--- config.mk ---
export PLATFORM = sky130hd
export DESIGN_NAME = cnt_fp_sync
export DESIGN_NICKNAME = d
export VERILOG_FILES = /design/src/rtl/cnt_fp_sync.sv
export SDC_FILE = /design/constraint.sdc
export NUM_CORES = 1
export LEC_CHECK = 0
export CAP_MARGIN = 40
export CORE_MARGIN = 1
export CORE_UTILIZATION = 55
export DETAILED_ROUTE_END_ITERATION = 8
export GPL_ROUTABILITY_DRIVEN = 0
export PLACE_DENSITY = 0.86
export SYNTH_ARGS = -nofsm -noshare
export SYNTH_HDL_FRONTEND = slang
export SYNTH_SLANG_ARGS = --single-unit
export TNS_END_PERCENT = 30
--- constraint.sdc ---
create_clock -name clk -period 5.82 [get_ports clk]
set_input_delay 1.746 -clock clk [delete_from_list [all_inputs] [get_ports clk]]
set_output_delay 1.746 -clock clk [all_outputs]
set_load 0.05 [all_outputs]
--- src/rtl/cnt_fp_sync.sv ---
// Clocked counter that emits its count as four-phase dual-rail tokens (rail[1]=true, rail[0]=false).
// Optional load port under CNT_FP_LOAD_EN. States: IDLE spacer/no token | DATA codeword held | NULL spacer, await ack low.
module cnt_fp_sync #(
  parameter int WIDTH       = 8,
  parameter int STEP        = 1,
  parameter int MODULO      = 0,
  parameter int INIT        = 0,
  parameter int SYNC_STAGES = 2
) (
  input  logic                   clk,
  input  logic                   rst,
  input  logic                   en,
  input  logic                   ack_i,
`ifdef CNT_FP_LOAD_EN
  input  logic                   load,
  input  logic [WIDTH-1:0]       load_val,
`endif
  output logic [WIDTH-1:0][1:0]  out,
  output logic [1:0]             wrap,
  output logic                   busy
);

  localparam logic [WIDTH:0]   M_W    = (MODULO == 0) ? {1'b1, {WIDTH{1'b0}}} : (WIDTH+1)'(MODULO);
  localparam logic [WIDTH:0]   STEP_W = (WIDTH+1)'(STEP);
  localparam logic [WIDTH-1:0] INIT_W = WIDTH'(INIT);
  localparam int               PW     = $clog2(SYNC_STAGES + 1);

  typedef enum logic [1:0] {S_IDLE, S_DATA, S_NULL} state_t;

  state_t                  state_q;
  logic [WIDTH-1:0]        count_q;
  logic [WIDTH-1:0]        cnt_d;
  logic [WIDTH-1:0][1:0]   out_q;
  logic [1:0]              wrap_q;
  logic                    busy_q;
  logic [SYNC_STAGES-1:0]  ack_sync_q;
  logic [PW-1:0]           prime_q;
  logic                    ack_s;

  function automatic logic [WIDTH:0] sum_of(input logic [WIDTH-1:0] v);
    return {1'b0, v} + STEP_W;
  endfunction

  function automatic logic [WIDTH-1:0] next_of(input logic [WIDTH-1:0] v);
    logic [WIDTH:0] s;
    s = sum_of(v);
    return (s >= M_W) ? WIDTH'(s - M_W) : WIDTH'(s);
  endfunction

  function automatic logic [WIDTH-1:0][1:0] enc(input logic [WIDTH-1:0] v);
    logic [WIDTH-1:0][1:0] r;
    for (int i = 0; i < WIDTH; i++) r[i] = {v[i], ~v[i]};
    return r;
  endfunction

  function automatic logic [1:0] wrap_enc(input logic [WIDTH-1:0] v);
    logic w;
    w = (sum_of(v) >= M_W);
    return {w, ~w};
  endfunction

  assign ack_s = ack_sync_q[SYNC_STAGES-1];
  assign out   = out_q;
  assign wrap  = wrap_q;
  assign busy  = busy_q;

  always_ff @(posedge clk or posedge rst) begin
    if (rst) ack_sync_q <= '0;
    else     ack_sync_q <= {ack_sync_q[SYNC_STAGES-2:0], ack_i};
  end

  // The synchroniser resets to 0, so hold off the first token until it has seen the real ack level.
  always_ff @(posedge clk or posedge rst) begin
    if (rst)                prime_q <= PW'(SYNC_STAGES);
    else if (prime_q != '0) prime_q <= prime_q - 1'b1;
  end

  always_comb begin
    cnt_d = count_q;
    if (state_q == S_NULL) cnt_d = next_of(count_q);
`ifdef CNT_FP_LOAD_EN
    if (load && (state_q != S_DATA))
      cnt_d = ({1'b0, load_val} >= M_W) ? WIDTH'({1'b0, load_val} - M_W) : load_val;
`endif
  end

  always_ff @(posedge clk or posedge rst) begin
    if (rst) begin
      state_q <= S_IDLE;
      count_q <= INIT_W;
      out_q   <= '0;
      wrap_q  <= '0;
      busy_q  <= 1'b0;
    end else begin
      case (state_q)
        S_IDLE: begin
          count_q <= cnt_d;
          if (en && !ack_s && (prime_q == '0)) begin
            state_q <= S_DATA;
            out_q   <= enc(cnt_d);
            wrap_q  <= wrap_enc(cnt_d);
            busy_q  <= 1'b1;
          end
        end
        S_DATA: begin
          if (ack_s) begin
            state_q <= S_NULL;
            out_q   <= '0;
            wrap_q  <= '0;
          end
        end
        S_NULL: begin
          if (!ack_s) begin
            count_q <= cnt_d;
            if (en) begin
              state_q <= S_DATA;
              out_q   <= enc(cnt_d);
              wrap_q  <= wrap_enc(cnt_d);
            end else begin
              state_q <= S_IDLE;
              busy_q  <= 1'b0;
            end
          end
        end
        default: begin
          state_q <= S_IDLE;
          out_q   <= '0;
          wrap_q  <= '0;
          busy_q  <= 1'b0;
        end
      endcase
    end
  end

endmodule

## Word level (Yosys, flattened, before mapping)

Index checks and enable logic that the tools add are counted.

| cells by class | value |
|---|---|
| $add $sub $neg | 4 |
| $lt $le $gt $ge | 2 |
| equal/unequal tests | 7 |
| mux-type cells | 23 |
| bitwise logic cells | 10 |
| reduce and logical (&&, ||, !) cells | 11 |

Operators with widths:

| operator | count |
|---|---|
| 16-bit two-way mux | 4 |
| 16-bit case mux with 3 select lines | 1 |
| 8-bit two-way mux | 3 |
| 8-bit by 1-bit adder with 9-bit output (second input constant) | 2 |
| 9-bit greater-or-equal comparator (second input constant) | 2 |
| 8-bit case mux with 2 select lines | 1 |
| 2-bit two-way mux | 7 |
| 2-bit case mux with 3 select lines | 2 |
| 2-bit inequality test (second input constant) | 5 |
| 1-bit inverter | 10 |
| 4-bit AND reduction | 2 |
| 8-bit by 1-bit subtractor with 8-bit output (second input constant) | 1 |
| 2-bit logical NOT | 2 |
| 1-bit two-way mux | 4 |
| 2-bit nonzero test | 2 |
| 1-bit case mux with 3 select lines | 1 |
| 3-bit AND reduction | 1 |
| 2-bit by 1-bit equality test with 1-bit output (second input constant) | 1 |
| 2-bit equality test (second input constant) | 1 |
| 1-bit logical AND | 2 |
| 2-bit AND reduction | 1 |
| 2-bit by 1-bit subtractor with 2-bit output (second input constant) | 1 |
| 1-bit logical NOT | 1 |

| storage, ports and cells | value |
|---|---|
| register bits | 33 |
| bits of input ports | 4 |
| output and inout port bits | 19 |

## Longest topological paths before layout

| logic depth | value |
|---|---|
| word-level depth | 10 |
| mapped depth | 8 |
| mapped depth without buffers | 6 |

## Least setup slack after synthesis

No wires, ideal clock.

| path | value |
|---|---|
| path kind | input -> register |
| start | input en |
| end | register out_q (netlist bit out[1]) |
| arrival | 2.770 ns |
| slack | 2.954 ns |
| stages on the path | 5 |
| path buffers | 1 |
| cell sequence | nor2b_1 -> o22ai_1 -> clkbuf_1 -> nand2_1 -> o31ai_1 |

| between the ends | value |
|---|---|
| word-level cells in the longest chain between the ends | 4 |
| elaborated cells on any way between the ends | 5 |

Ends and longest elaborated chain:

| element | line | source |
|---|---|---|
| start, declared | 12 | `input logic en,` |
| 1-bit logical AND (2 in a row) | 98 | `if (en && !ack_s && (prime_q == '0)) begin` |
| 2-bit inequality test (no source line) | n/a |  |
| 4-bit AND reduction (no source line) (*) | n/a |  |
| end signal, assigned | 100 | `out_q <= enc(cnt_d);` |
| end signal, assigned | 117 | `out_q <= enc(cnt_d);` |
| end, declared | 33 | `logic [WIDTH-1:0][1:0] out_q;` |

Every way passes the cells marked *; elsewhere a longest branch is shown, timed or not.
A chain may end at the register's enable or synchronous reset.

## Worst setup path in the final report

| path | value |
|---|---|
| start | register out_q (netlist bit out[12]) |
| end | output out[12] (netlist bit) |

RTL lines:

| element | line | source |
|---|---|---|
| end, declared | 18 | `output logic [WIDTH-1:0][1:0] out,` |

No word-level cell between the ends.

==> results.md <==
* Worst-path clk slew at around 0.11 ns
* Gate Count Post-Synth at 136
* Final WL at 2860 um
* Vias/cell at between 5 and 6
* FP Rows at 18
* Sw Share at 36.4%
* Ratio of cells with drive above 1 in the final layout at ~8.8%
* Vias in the first global route at ~1100
* Primary FF master, synth: dfrtp_1
* Vias at about 1100
* Post-route DRC at 0
* Largest net degree at the start of global routing at 34
* Hold Crit Class: reg -> reg
* Flop2flop setup slack at approximately 3.4 ns
* CTS tree: done
* DPL Wire Length at 2110 um
* Status: finished clean
* Family with the most delay on the worst path: buffers and inverters
* Worst Setup End Kind: output port
* Max_slew headroom at between 50% and 60%
* First-pass GRT wire length at 4790 um
* Cell with the most instances after synthesis: dfrtp_1
* Area added between synthesis and finish at 22.2%
* Met1 Usage GRT at about 27%
* Switch Pwr at roughly 280 uW
* H-tree levels at 2
* Wire per inst at 15.0 um
* Ports at 23
* Worst Path Buf+Inv at 1
* MaxCap Viol Count at 0
* Synth top area cells: dfrtp_1, a22o_1, xnor2_1
* Drt first pass iters at 4
* Static leakage at roughly 0.81 nW
* Post-Route Skew at approximately 0.0097 ns
* CTS Buffer Depth at 2
* Post-synth top area share at a little over half
* HP Start: ack_sync_q[0]
* Post-route minimum period at about 3.3 ns
* Number of antenna violations at the first check in global routing at 0
* Gates resized, CTS repair at 0
* Detail Route Antenna Nets at 0
* # clock sinks at 33
* Pint at slightly below 500 uW
* Die area at just under 0.003 sq mm
* CP Max Fanout at 2
* Antenna diodes at 0
* Clock latency at the later pin of the worst-skew pair at between 0.3 and 0.4 ns
* CP arrival at about 1.6 ns
* FF-to-FF path depth at 6
* CTS root buf: clkbuf_4
* Post-synthesis register bit count at 33
* Initial core utilization at approximately three fifths
* Unrepaired setup endpoints after global routing: false
* Number of nets in the layout at 165
* Mapped Nets at about 140
* Final hold vios at 0
* Comb power frac at 32.4%
* CP Launch Type: flop
* Tot Pwr at between 700 and 800 uW
* Post-CTS setup buffers at 0
* Core ar. at between 0.002 and 0.003 sq mm
* Met2 usage in global routing at a little under two fifths
* Die height at roughly 54 um
* Avg Inst Size Synth at 11.1 sq um
* Synth Cell Area at between 0.0015 and 0.002 sq mm
* Critical path class: reg -> out
* Total grt overflow at 0
* Number of CTS-inserted buffers at 5
* Worst reg2reg path endpoint: wrap[0]
* Clock power frac at 27.5%
* Pins Over Slew Limit at 0
* Hold depth at 0
* Post-synth EDFFs at 0
* Fin crit share at a little under three fifths
* Setup TNS at 0 ns
* Post-synth top cells: dfrtp_1, nand2_1, o21ai_0
* Distinct cells, synth at 36
* GR Util met3 at 10.3%
* Hold buffers post-CTS at 0
* I/O Buffers at 22
* Worst r2r src: count_q[0]
* Setup violations, final at 0
* DR iter-0 viols at 32
* Post-synthesis sequential area ratio at 54.9%
* Max frequency at around 300 MHz
* CP Cell Sequence: clkdlybuf4s50_1
* Yosys top cell by area: dfrtp_1
* Seq pwr share at about two fifths
* Ys Warns at 0
* Required time of the critical path at between 4 and 5 ns
* Slowest cell delay on critical path at between 0.8 and 0.9 ns
* Peak VDD IR at 0.395 mV
* GRT Max-Usage Layer: met2
* Post-synthesis async set-or-reset flop share at between 90% and 100%
* GRT Total Usage at 23.6%
* Die width at around 54 um
* Worst-Margin Slew at ~0.61 ns
* Slowest CP cell: clkdlybuf4s50_1
* Cell Pwr Density at roughly 420 mW/mm^2
* Hold Path End: ack_sync_q[1]
[cell usage in the layout, fill, tap and decap left out, types with 2 or more instances in the layout]
| cell | n |
|---|---|
| dfrtp_1 | 32 |
| clkdlybuf4s50_1 | 22 |
| nand2_1 | 15 |
| o21ai_0 | 11 |
| xor2_1 | 8 |
| a22o_1 | 8 |
| xnor2_1 | 8 |
| nor2_1 | 6 |
| clkbuf_4 | 5 |
| inv_1 | 4 |
| a21oi_1 | 3 |
| nand4_1 | 3 |
| mux2i_1 | 2 |
| mux2_2 | 2 |
| nor2b_1 | 2 |
| o22ai_1 | 2 |
| and2_1 | 2 |
| nand3_1 | 2 |
| o21ai_1 | 2 |
| ha_1 | 2 |
| bufinv_16 | 2 |
| buf_4 | 2 |
[worst max path at each step]
stage | cells after the start | slack (ns) | start | end
after global routing | 1 | 2.47 | wrap[0] | wrap[0]
after floorplan | 5 | 2.95 | en | out[1]
after global placement | 4 | 2.24 | en | wrap[0]
after detailed placement | 6 | 2.59 | en | wrap[1]
after CTS | 1 | 2.50 | out[12] | out[12]
final | 1 | 2.52 | out[12] | out[12]
[through the flow]
| step | instances | util (%) | instance area, sq um | setup WS [ns] | hold slack [ns] |
|---|---|---|---|---|---|
| after CTS | 190 | 73.0 | 1840 | 2.50 | 0.357 |
| after floorplan | 136 | - | 1510 | 2.95 | 0.331 |
| after detailed placement | 182 | 68.9 | 1740 | 2.59 | 0.335 |
| final | 190 | 73.0 | 1840 | 2.52 | 0.356 |
| after global routing | 190 | 73.0 | 1840 | 2.47 | 0.386 |
| after global placement | 181 | 68.6 | 1730 | 2.24 | 0.332 |
[flip-flops by register name, summed over array words and instances (netlist names)]
| register | count |
|---|---|
| out | 16 |
| count_q | 8 |
| ack_sync_q | 2 |
| prime_q | 2 |
| state_q | 2 |
| wrap | 2 |
| busy | 1 |
[power groups by stage]
stage               registers (mW)  logic (mW)  clock network, mW
global placement             0.312       0.243                  0
global route                 0.319       0.271              0.227
detailed placement           0.316       0.254                  0
floorplan                    0.388       0.100                  0
finish                       0.312       0.252              0.214
CTS                          0.312       0.254              0.218
[cell type report]
cell class,instances,area (sq um)
Multi-Input combinational cell,91,623
Timing Repair Buffer,24,235
Inverter,4,15.0
Fill cell,170,682
Clock inverter,3,65.1
Sequential cell,33,827
Tap cell,30,37.5
Clock buffer,5,37.5
[layer usage]
layer	part of all wire, %	vias up
met4	1.7	0
met1	44	516
met2	49	32
met5	0	-
li1	-	522
met3	5.1	8
[kinds of logic (layout without fill, tap and decap cells)]
kind of cell | after synthesis | in the layout | share of synthesized area [%]
compound gates | 31 | 31 | 13.4
flops | 33 | 33 | 54.9
buf+inv | 12 | 36 | 3.74
mux | 4 | 4 | 2.82
fa+ha+maj | 2 | 2 | 1.66
simple gates | 38 | 38 | 14.2
xor+xnor | 16 | 16 | 9.30
Note: power is estimated with default switching activity, not from simulation.
